==> src/rtl/mmu_pkg.sv <==
// mmu_pkg: shared definitions for the MMU feeder front-end sequencer.
//   state_t          : sequencer phase (IDLE / LOAD / RUN)
//   DATA_W           : operand byte width
//   N_ELEM           : operands per 2x2 matrix
//   CYC_W / RUN_LAST : width and final value of the feeder schedule step
//   SLOT_*           : operand slot index in host byte order w0..w3, i0..i3
package mmu_pkg;

   localparam int DATA_W = 8;
   localparam int N_ELEM = 4;
   localparam int N_SLOT = 2 * N_ELEM;
   localparam int CYC_W  = 3;
   localparam int SLOT_W = 3;

   // Steps 0..5 are the active schedule, step 6 drains the feeder's c_3 register.
   localparam logic [CYC_W-1:0] RUN_LAST = 3'd6;

   localparam logic [SLOT_W-1:0] SLOT_W0 = 3'd0;
   localparam logic [SLOT_W-1:0] SLOT_W1 = 3'd1;
   localparam logic [SLOT_W-1:0] SLOT_W2 = 3'd2;
   localparam logic [SLOT_W-1:0] SLOT_W3 = 3'd3;
   localparam logic [SLOT_W-1:0] SLOT_I0 = 3'd4;
   localparam logic [SLOT_W-1:0] SLOT_I1 = 3'd5;
   localparam logic [SLOT_W-1:0] SLOT_I2 = 3'd6;
   localparam logic [SLOT_W-1:0] SLOT_I3 = 3'd7;

   typedef enum logic [1:0] {
      IDLE = 2'd0,
      LOAD = 2'd1,
      RUN  = 2'd2
   } state_t;

endpackage

==> src/rtl/mmu_sequencer.sv <==
// mmu_sequencer: loads 4 weights + 4 inputs from a host byte stream, then
// drives the 2x2 MMU feeder schedule for one pass and pulses done.
// Ports:
//   clk, rst                 : clock, synchronous active-high reset
//   load_valid/ready/data    : host byte stream (order w0..w3, i0..i3)
//   reuse_w                  : keep weights for this load (first byte only)
//   abort                    : drop the current load or run, back to IDLE
//   weight_0..3, input_0..3  : operand registers presented to the feeder
//   mmu_en, mmu_cycles       : feeder enable and schedule step
//   busy, done               : in LOAD/RUN; one-cycle end-of-pass pulse
// Build option: define MMU_SEQ_WEIGHT_REUSE_EN to honour reuse_w; otherwise
// every load is the full 8-byte sequence.
module mmu_sequencer
   import mmu_pkg::*;
(
   input  logic              clk,
   input  logic              rst,
   input  logic              load_valid,
   output logic              load_ready,
   input  logic [DATA_W-1:0] load_data,
   input  logic              reuse_w,
   input  logic              abort,
   output logic [DATA_W-1:0] weight_0,
   output logic [DATA_W-1:0] weight_1,
   output logic [DATA_W-1:0] weight_2,
   output logic [DATA_W-1:0] weight_3,
   output logic [DATA_W-1:0] input_0,
   output logic [DATA_W-1:0] input_1,
   output logic [DATA_W-1:0] input_2,
   output logic [DATA_W-1:0] input_3,
   output logic              mmu_en,
   output logic [CYC_W-1:0]  mmu_cycles,
   output logic              busy,
   output logic              done
);

   state_t              state_q, state_d;
   logic [SLOT_W-1:0]   count_q, count_d;
   logic [CYC_W-1:0]    cycles_q, cycles_d;
   logic                done_q, done_d;
   logic [DATA_W-1:0]   regs_q [N_SLOT];
   logic [DATA_W-1:0]   regs_d [N_SLOT];

   logic                reuse_sel;
   logic                xfer;
   logic [SLOT_W-1:0]   first_slot;

`ifdef MMU_SEQ_WEIGHT_REUSE_EN
   assign reuse_sel = reuse_w;
`else
   logic unused_reuse_w;
   assign unused_reuse_w = reuse_w;
   assign reuse_sel      = 1'b0;
`endif

   // abort masks ready so a byte offered alongside abort is never taken.
   assign load_ready = (state_q != RUN) && !abort;
   assign xfer       = load_valid && load_ready;
   assign first_slot = reuse_sel ? SLOT_I0 : SLOT_W0;

   always_comb begin
      state_d  = state_q;
      count_d  = count_q;
      cycles_d = cycles_q;
      done_d   = 1'b0;
      regs_d   = regs_q;
      case (state_q)
         IDLE: begin
            if (xfer) begin
               regs_d[first_slot] = load_data;
               count_d            = first_slot + 3'd1;
               state_d            = LOAD;
            end
         end
         LOAD: begin
            if (abort) begin
               state_d = IDLE;
               count_d = '0;
            end else if (xfer) begin
               regs_d[count_q] = load_data;
               if (count_q == SLOT_I3) begin
                  state_d  = RUN;
                  count_d  = '0;
                  cycles_d = '0;
               end else begin
                  count_d = count_q + 3'd1;
               end
            end
         end
         RUN: begin
            if (abort) begin
               state_d  = IDLE;
               cycles_d = '0;
            end else if (cycles_q == RUN_LAST) begin
               state_d  = IDLE;
               cycles_d = '0;
               done_d   = 1'b1;
            end else begin
               cycles_d = cycles_q + 3'd1;
            end
         end
         default: begin
            state_d  = IDLE;
            count_d  = '0;
            cycles_d = '0;
         end
      endcase
   end

   always_ff @(posedge clk) begin
      if (rst) begin
         state_q  <= IDLE;
         count_q  <= '0;
         cycles_q <= '0;
         done_q   <= 1'b0;
         for (int i = 0; i < N_SLOT; i++) regs_q[i] <= '0;
      end else begin
         state_q  <= state_d;
         count_q  <= count_d;
         cycles_q <= cycles_d;
         done_q   <= done_d;
         regs_q   <= regs_d;
      end
   end

   assign weight_0   = regs_q[SLOT_W0];
   assign weight_1   = regs_q[SLOT_W1];
   assign weight_2   = regs_q[SLOT_W2];
   assign weight_3   = regs_q[SLOT_W3];
   assign input_0    = regs_q[SLOT_I0];
   assign input_1    = regs_q[SLOT_I1];
   assign input_2    = regs_q[SLOT_I2];
   assign input_3    = regs_q[SLOT_I3];
   assign mmu_en     = (state_q == RUN);
   assign mmu_cycles = cycles_q;
   assign busy       = (state_q != IDLE);
   assign done       = done_q;

endmodule

==> config.mk <==
export PLATFORM = sky130hd
export DESIGN_NAME = mmu_sequencer
export DESIGN_NICKNAME = d
export VERILOG_FILES = /design/src/rtl/mmu_pkg.sv /design/src/rtl/mmu_sequencer.sv
export SDC_FILE = /design/constraint.sdc
export NUM_CORES = 1
export LEC_CHECK = 0
export BUFFER_PORTS_ARGS = -buffer_cell sky130_fd_sc_hd__buf_4
export CORE_MARGIN = 2
export CORE_UTILIZATION = 40
export DETAILED_ROUTE_END_ITERATION = 8
export GPL_TIMING_DRIVEN = 0
export PLACE_DENSITY_LB_ADDON = 0.08
export SYNTH_ARGS = -nofsm -noshare
export SYNTH_HDL_FRONTEND = slang
export SYNTH_SLANG_ARGS = --single-unit
==> constraint.sdc <==
create_clock -name clk -period 1.5 [get_ports clk]
set_input_delay 0 -clock clk [delete_from_list [all_inputs] [get_ports clk]]
set_output_delay 0 -clock clk [all_outputs]
set_load 0.005 [all_outputs]
; ---- Word level (Yosys, flattened, before mapping)
; Cells that the tools add are included.
[op_classes]
add_sub_neg = 2
order_cmp = 2
n_eq_ne = 12
n_mux = 26
bitwise_logic = 4
reduce_logical = 13
[op_table]
columns = op, count
row1 = 2-to-1 mux 64 bit, 3
row2 = one-hot mux 64 bit (2 select lines), 1
row3 = bitwise mux 64 bit, 1
row4 = 2-to-1 mux 3 bit, 9
row5 = demux 8 bit (select 3 bit), 1
row6 = one-hot mux 3 bit (3 select lines), 2
row7 = AND reduction 4 bit, 4
row8 = 2-to-1 mux 2 bit, 6
row9 = != test 2 bit (second input constant), 5
row10 = 2-to-1 mux 8 bit, 1
row11 = adder 3 x 1 -> 3 bit (second input constant), 2
row12 = equality test 3 bit (second input constant), 2
row13 = != test 3 bit (second input constant), 2
row14 = one-hot mux 2 bit (3 select lines), 1
row15 = greater-or-equal comparator 4 bit (second input constant), 1
row16 = less-than comparator 4 x 1 -> 1 bit (second input constant), 1
row17 = inverter 3 -> 4 bit, 1
row18 = nonzero test 2 bit, 2
row19 = logical AND 1 bit, 3
row20 = != test 3 x 2 -> 1 bit (second input constant), 1
row21 = inverter 1 bit, 3
row22 = AND reduction 3 bit, 1
row23 = OR reduction 3 bit, 1
row24 = equality test 2 x 1 -> 1 bit (second input constant), 1
row25 = other kinds (4), 4
[word_totals]
reg_bits = 73
in_bits = 13
wordCells = 71

; ---- Logic depth before layout (Yosys ltp)
; Gate-level depths: netlist of the first run.
[logic_depth]
ltp_word = 9
depth_mapped = 7

; ---- Worst setup path after synthesis of the first run
; No wires, ideal clock.
[synth_path]
path_kind = flip-flop to flip-flop
start = reg state_q[1]
end = reg cycles_q[2], in the netlist mmu_cycles[2]
setup_time_ps = 70
arrival_ps = 1366
required_ps = 1430
path_slack_ps = 64
path_stages_with_launch = 5
period_less_slack_ps = 1436
path_cell_list = dfxtp_1 or3b_1 clkbuf_1 or4_1 a21oi_1
[synth_between]
elab_chain_len = 5
[synth_lines]
columns = item, line
row1 = start: declaration, mmu_sequencer.sv:37  ; state_t state_q, state_d;
row2 = start signal: assignment, mmu_sequencer.sv:118  ; state_q <= state_d;
row3 = != test 2 bit, mmu_sequencer.sv:57  ; assign load_ready = (state_q != RUN) && !abort;
row4 = logical AND 1 bit, mmu_sequencer.sv:57
row5 = logical AND 1 bit, mmu_sequencer.sv:58  ; assign xfer = load_valid && load_ready;
row6 = != test 2 bit (no source line), n/a
row7 = AND reduction 4 bit (no source line), n/a
row8 = end signal: assignment, mmu_sequencer.sv:120  ; cycles_q <= cycles_d;
row9 = end: declaration, mmu_sequencer.sv:39  ; logic [CYC_W-1:0] cycles_q, cycles_d;
; Parallel ways exist; a longest one is shown, timed or not.
; A chain may end at the register's enable or synchronous reset.

; ---- Final worst setup path of the first run
[layout_path]
start = reg state_q[0]
end = reg cycles_q[2], in the netlist mmu_cycles[2]
; Same word-level chain as after synthesis.

==> results.cfg, run 1 <==
[sta]
rsz0062_at_grt = yes
holdWs_ns = 0.0422
slew_headroom = 0.641
fin_ws_ns = 0.0530
fin_crit_sh = 0.965
clock_skew_ns = 0.0106
slew_violations = 0
setup_tns_ns = 0
setup_viol = 0
finalCriticalPeriod_ns = 1.45
tightest_slew_ns = 0.539
clock.fmax_mhz = 691
hold_viol_final = 0

[min_path]
min_delay_path_depth = 4
min_to = count_q[0]
min_from = load_valid
min_path_type = in -> reg

[synthesis]
yosys-top-cells-area = dfxtp_1 49%, mux2i_1 21%, nand2b_1 12%, nor2_1 2.3%, clkbuf_1 1.5%
ys_types = 38
syn_inst = 287
synthArstFlopShare = 0
synth_ff_type = dfxtp_1
syn_area_per_cell_um2 = 10.4
synth_area_mm2 = 0.00300
synth_top_area_share = 0.487
synth_nets = 302
yosysSeqAreaShare = 0.487
yosys_warnings = 0
yosys_register_bits = 73
yosys.area.top_type = dfxtp_1
synth_edf_count = 0

[clock_tree]
clk_pin_slew_ns = 0.08
htreeDepth = 3
cts-buffers-inserted = 9
cts_root_buffer = clkbuf_8
insertion_delay_ns = 0.34
clock_sink_count = 73
tritoncts = yes
clockBufferDepth = 2

[route]
drt-total-wl_um = 7270
dr_total_vias = 2358
avgViaCountPerCell = 4.77
drt_iter0_drc = 127
drtPass1Iterations = 5
wire_per_inst_um = 14.7
ant_nets = 0
drcViolationCount = 0

[finish]
seq_area_mm2 = 0.00147
drive_above_1_share = 0.344
nNetsFinal = 405
final_common_cell = buf_4
n_fill_cell = 652
layout.cells.non_filler = 494
multi_input_area_mm2 = 0.00155
n_antenna_cell = 0
area_growth_pct = 41.9
final_cell_mix = 86 x buf_4, 70 x dfxtp_1, 64 x mux2i_1

[grt]
grt_util_met1 = 0.254
grt.total_usage = 0.180
grt-ovfl-total = 0
grt_max_degree = 14
antenna_found_initial = 0
first_global_vias = 2246
grt_busiest_layer = met2
grt_pass1_wl_um = 11700
grtUsageMet2 = 0.266
met3_usage = 0.0484

[die]
dieArea_mm2 = 0.00821
ios = 84
dieWidth_um = 90.6
start_util = 0.413
row_count = 31
coreArea_mm2 = 0.00725
die_h_um = 90.6

[place]
portBuffers = 80
gp_congestion = 0.796
place_hpwl_um = 4760
placed_cells = 466
dp_slack_ns = -0.264

[pwr]
p_per_area_mw_per_mm2 = 963
ir_worst_vdd_uv = 624
p_leak_uw = 0.00197

[setup_path]
cp-end-kind = flop
start_kind = flop
arrival_ns = 1.72
reg2reg_from = state_q[0]
crit_type = reg -> reg
r2r-end = mmu_cycles[2]
reg2regPathDepth = 3
r2r_setup_slack_ns = 0.05
worstPathRequired_ns = 1.77
critPathMaxFanout = 7

[run]
cap_violations = 0

[outcome]
status = finished clean
[what timing repair did]
item	CTS	global route
gates cloned	0	0
hold endpoints to repair	8	0
endpoints found under the setup margin	67	68
buffers inserted	3	2
pin swaps	4	3
gates resized for setup	21	19
hold buffers	8	0
[cell families after synthesis]
kind of cell	synth area share
muxes	0.214
DFF	0.487
AOI/OAI and AO/OA	0.0371
adders and majority gates	0.00834
buffers and inverters	0.0338
and+or+nand+nor	0.220
[per-stage QoR]
stage          power (µW)  cell area [µm²]  utilization
3_5_place_dp         2220             3720        0.513
6_report             4100             4260        0.587
3_3_place_gp         2220             3720        0.513
2_1_floorplan        2130             3000            -
5_1_grt              4240             4260        0.587
4_1_cts              4110             4160        0.574
[critical path, cell delays in order (launching register included)]
cell and delay (ns):
dfxtp_2 0.37, or3b_4 0.45, or4_1 0.41, a21oi_1 0.15
[final cells by class]
| cell class | count | share of cell area |
|---|---|---|
| flip-flops and latches | 73 | 0.345 |
| clock buffers | 10 | 0.0300 |
| repair buffers | 93 | 0.178 |
| inverters | 2 | 0.00176 |
| multi-input cells | 193 | 0.365 |
| clock inverters | 6 | 0.0273 |
| well taps | 99 | 0.0291 |
| plain buffers | 18 | 0.0241 |
[where the power goes]
group	total [µW]	internal, µW	switching, µW
Sequential	1970	1950	19.1
Combinational	268	134	134
Clock	1860	1110	745
[flip-flops by register name, indices dropped and copies added, names as in the netlist]
| name | cells |
|---|---|
| input_1 | 8 |
| state_q | 2 |
| weight_0 | 8 |
| weight_1 | 8 |
| input_2 | 8 |
| mmu_cycles | 3 |
| input_0 | 8 |
| weight_2 | 8 |
| weight_3 | 8 |
| count_q | 3 |
| input_3 | 8 |
| done | 1 |
[Yosys cell counts (3+ instances only)]
cell / instances
o21ai_0: 4
dfxtp_1: 73
nand2b_1: 57
clkbuf_1: 12
nand2_1: 11
a21oi_1: 4
nor2_1: 18
mux2i_1: 64
nor3_1: 3
buf_4: 3
buf_2: 3
[how the worst max path moves through the flow]
stage	cells past startpoint	startpoint	end
after floorplan	4	state_q[1]	mmu_cycles[2]
after global placement	5	state_q[1]	input_0[3]
after detailed placement	5	state_q[1]	input_0[3]
after CTS	6	state_q[1]	weight_2[0]
after global routing	5	state_q[1]	input_0[3]
final	3	state_q[0]	mmu_cycles[2]
[per-layer routing]
layer	wire (µm)	share of wire
met3	433	0.060
met4	88	0.012
met2	3230	0.44
met1	3520	0.48
met5	0	0
(Power assumes the default switching activity.)
==> inputs of run 2 (changes only) <==
==> constraint.sdc (replaced) <==
create_clock -name clk -period 1.9 [get_ports clk]
set_input_delay 0 -clock clk [delete_from_list [all_inputs] [get_ports clk]]
set_output_delay 0 -clock clk [all_outputs]
set_load 0.005 [all_outputs]
==> run 2 against run 1 <==
Total power shrank 22%; global-route usage shrank 0.51 points; combinational power shrank 34%; cell area shrank 4.7%; critical path type unchanged; flip-flop and latch count is the same.
==> results.cfg, run 2 (synthesis results as in run 1) <==
[die]
ios = 84
dieWidth_um = 90.6
row_count = 31
coreArea_mm2 = 0.00725
dieArea_mm2 = 0.00821
die_h_um = 90.6
start_util = 0.413

[outcome]
status = finished clean

[finish]
area_growth_pct = 35.2
final_common_cell = buf_4
n_antenna_cell = 0
final_cell_mix = 83 x buf_4, 73 x dfxtp_1, 64 x mux2i_1
drive_above_1_share = 0.281
stdcell_area_mm2 = 0.00406
nNetsFinal = 401
seq_area_mm2 = 0.00146
n_fill_cell = 679
multi_input_area_mm2 = 0.00144

[grt]
grt.total_usage = 0.175
antenna_found_initial = 0
grt_max_degree = 14
first_global_vias = 2204
grt-ovfl-total = 0
grt_pass1_wl_um = 11400

[clock_tree]
cts_root_buffer = clkbuf_8
clockBufferDepth = 2
tritoncts = yes
postCtsSetupBuffers = 0
clock_sink_count = 73
clk_pin_slew_ns = 0.08
cts-buffers-inserted = 9
insertion_delay_ns = 0.34
htreeDepth = 3

[place]
place_hpwl_um = 4760
dp_slack_ns = 0.136
dpl_cell_area_mm2 = 0.00372
gp_congestion = 0.796
portBuffers = 80

[sta]
rsz0062_at_grt = no
finalCriticalPeriod_ns = 1.74
setup_viol = 0
fin_ws_ns = 0.155
setup_tns_ns = 0
clock_skew_ns = 0.0107
fin_crit_sh = 0.918
slew_violations = 0
tightest_slew_ns = 0.518
clock.fmax_mhz = 573
holdWs_ns = 0.0381
hold_viol_final = 0
slew_headroom = 0.654

[pwr]
pwr-share-seq = 0.486
switching_share = 0.216
p_clk_frac = 0.459
combinationalPowerShare = 0.055
ir_worst_vdd_uv = 492
p_switching_uw = 691
p_per_area_mw_per_mm2 = 789
intPower_uw = 2510
p_leak_uw = 0.00185
power_uw = 3200

[route]
ant_nets = 0
avgViaCountPerCell = 4.77
drt_iter0_drc = 127
drcViolationCount = 0
drt-total-wl_um = 7090
wire_per_inst_um = 14.5
dr_total_vias = 2336
drtPass1Iterations = 4

[min_path]
min_path_type = in -> reg

[setup_path]
critPathMaxFanout = 10
cp-end-kind = flop
arrival_ns = 1.96
worstPathRequired_ns = 2.11
cp_slowest_cell = dfxtp_1
crit_path_max_incr_delay_ns = 0.45
crit_type = reg -> reg
start_kind = flop
crit_chain = clkbuf_1, o31ai_1, nand2_1, mux2i_1, nor2_1

[run]
cap_violations = 0
[run 2: per-stage QoR]
stage,util,std cells
after floorplan,-,287
after global placement,0.513,466
after global routing,0.559,490
final,0.559,490
after detailed placement,0.513,466
after CTS,0.558,490
[run 2: worst max-delay path, delay by kind of cell, from the launching register on]
kind	cells	cell delay, ns
flops	1	0.45
compound gates	1	0.13
simple gates	2	0.45
mux	1	0.25
buf+inv	1	0.34
[run 2: area by class of cell]
cell class	instances	share of cell area
sequential	73	0.360
clock buffer	10	0.0315
buffer	19	0.0231
inverter	2	0.00185
multi-input combinational	193	0.356
timing repair buffer	88	0.168
clock inverter	6	0.0287
tap	99	0.0305
[run 2: worst paths after layout]
check	startpoint	endpoint	slack, ns	cells after the start
setup / recovery	state_q[0]	weight_0[0]	0.16	5
hold / removal	load_valid	count_q[0]	0.04	4
setup reg to reg	state_q[0]	weight_0[0]	0.16	5
hold reg to reg	weight_1[7]	weight_1[7]	0.48	2
[run 2: what timing repair did]
item / in CTS / in global routing
gates resized for setup: 0 / 2
hold buffers: 8 / 0
endpoints found under the hold margin: 8 / 0
endpoints found under the setup margin: 0 / 26
[run 2: metal layers]
| layer | part of all wire | GRT usage |
|---|---|---|
| met5 | 0 | 0 |
| met4 | 0.013 | 0.0615 |
| met3 | 0.068 | 0.0476 |
| met2 | 0.44 | 0.259 |
| met1 | 0.48 | 0.246 |
[run 2: power by group through the flow]
| stage | sequential (µW) | clock (µW) | combinational (µW) |
|---|---|---|---|
| 2_1_floorplan | 1590 | 0 | 95.2 |
| 3_5_place_dp | 1590 | 0 | 162 |
| 4_1_cts | 1550 | 1490 | 176 |
| 6_report | 1550 | 1470 | 176 |
| 3_3_place_gp | 1590 | 0 | 162 |
| 5_1_grt | 1550 | 1560 | 193 |
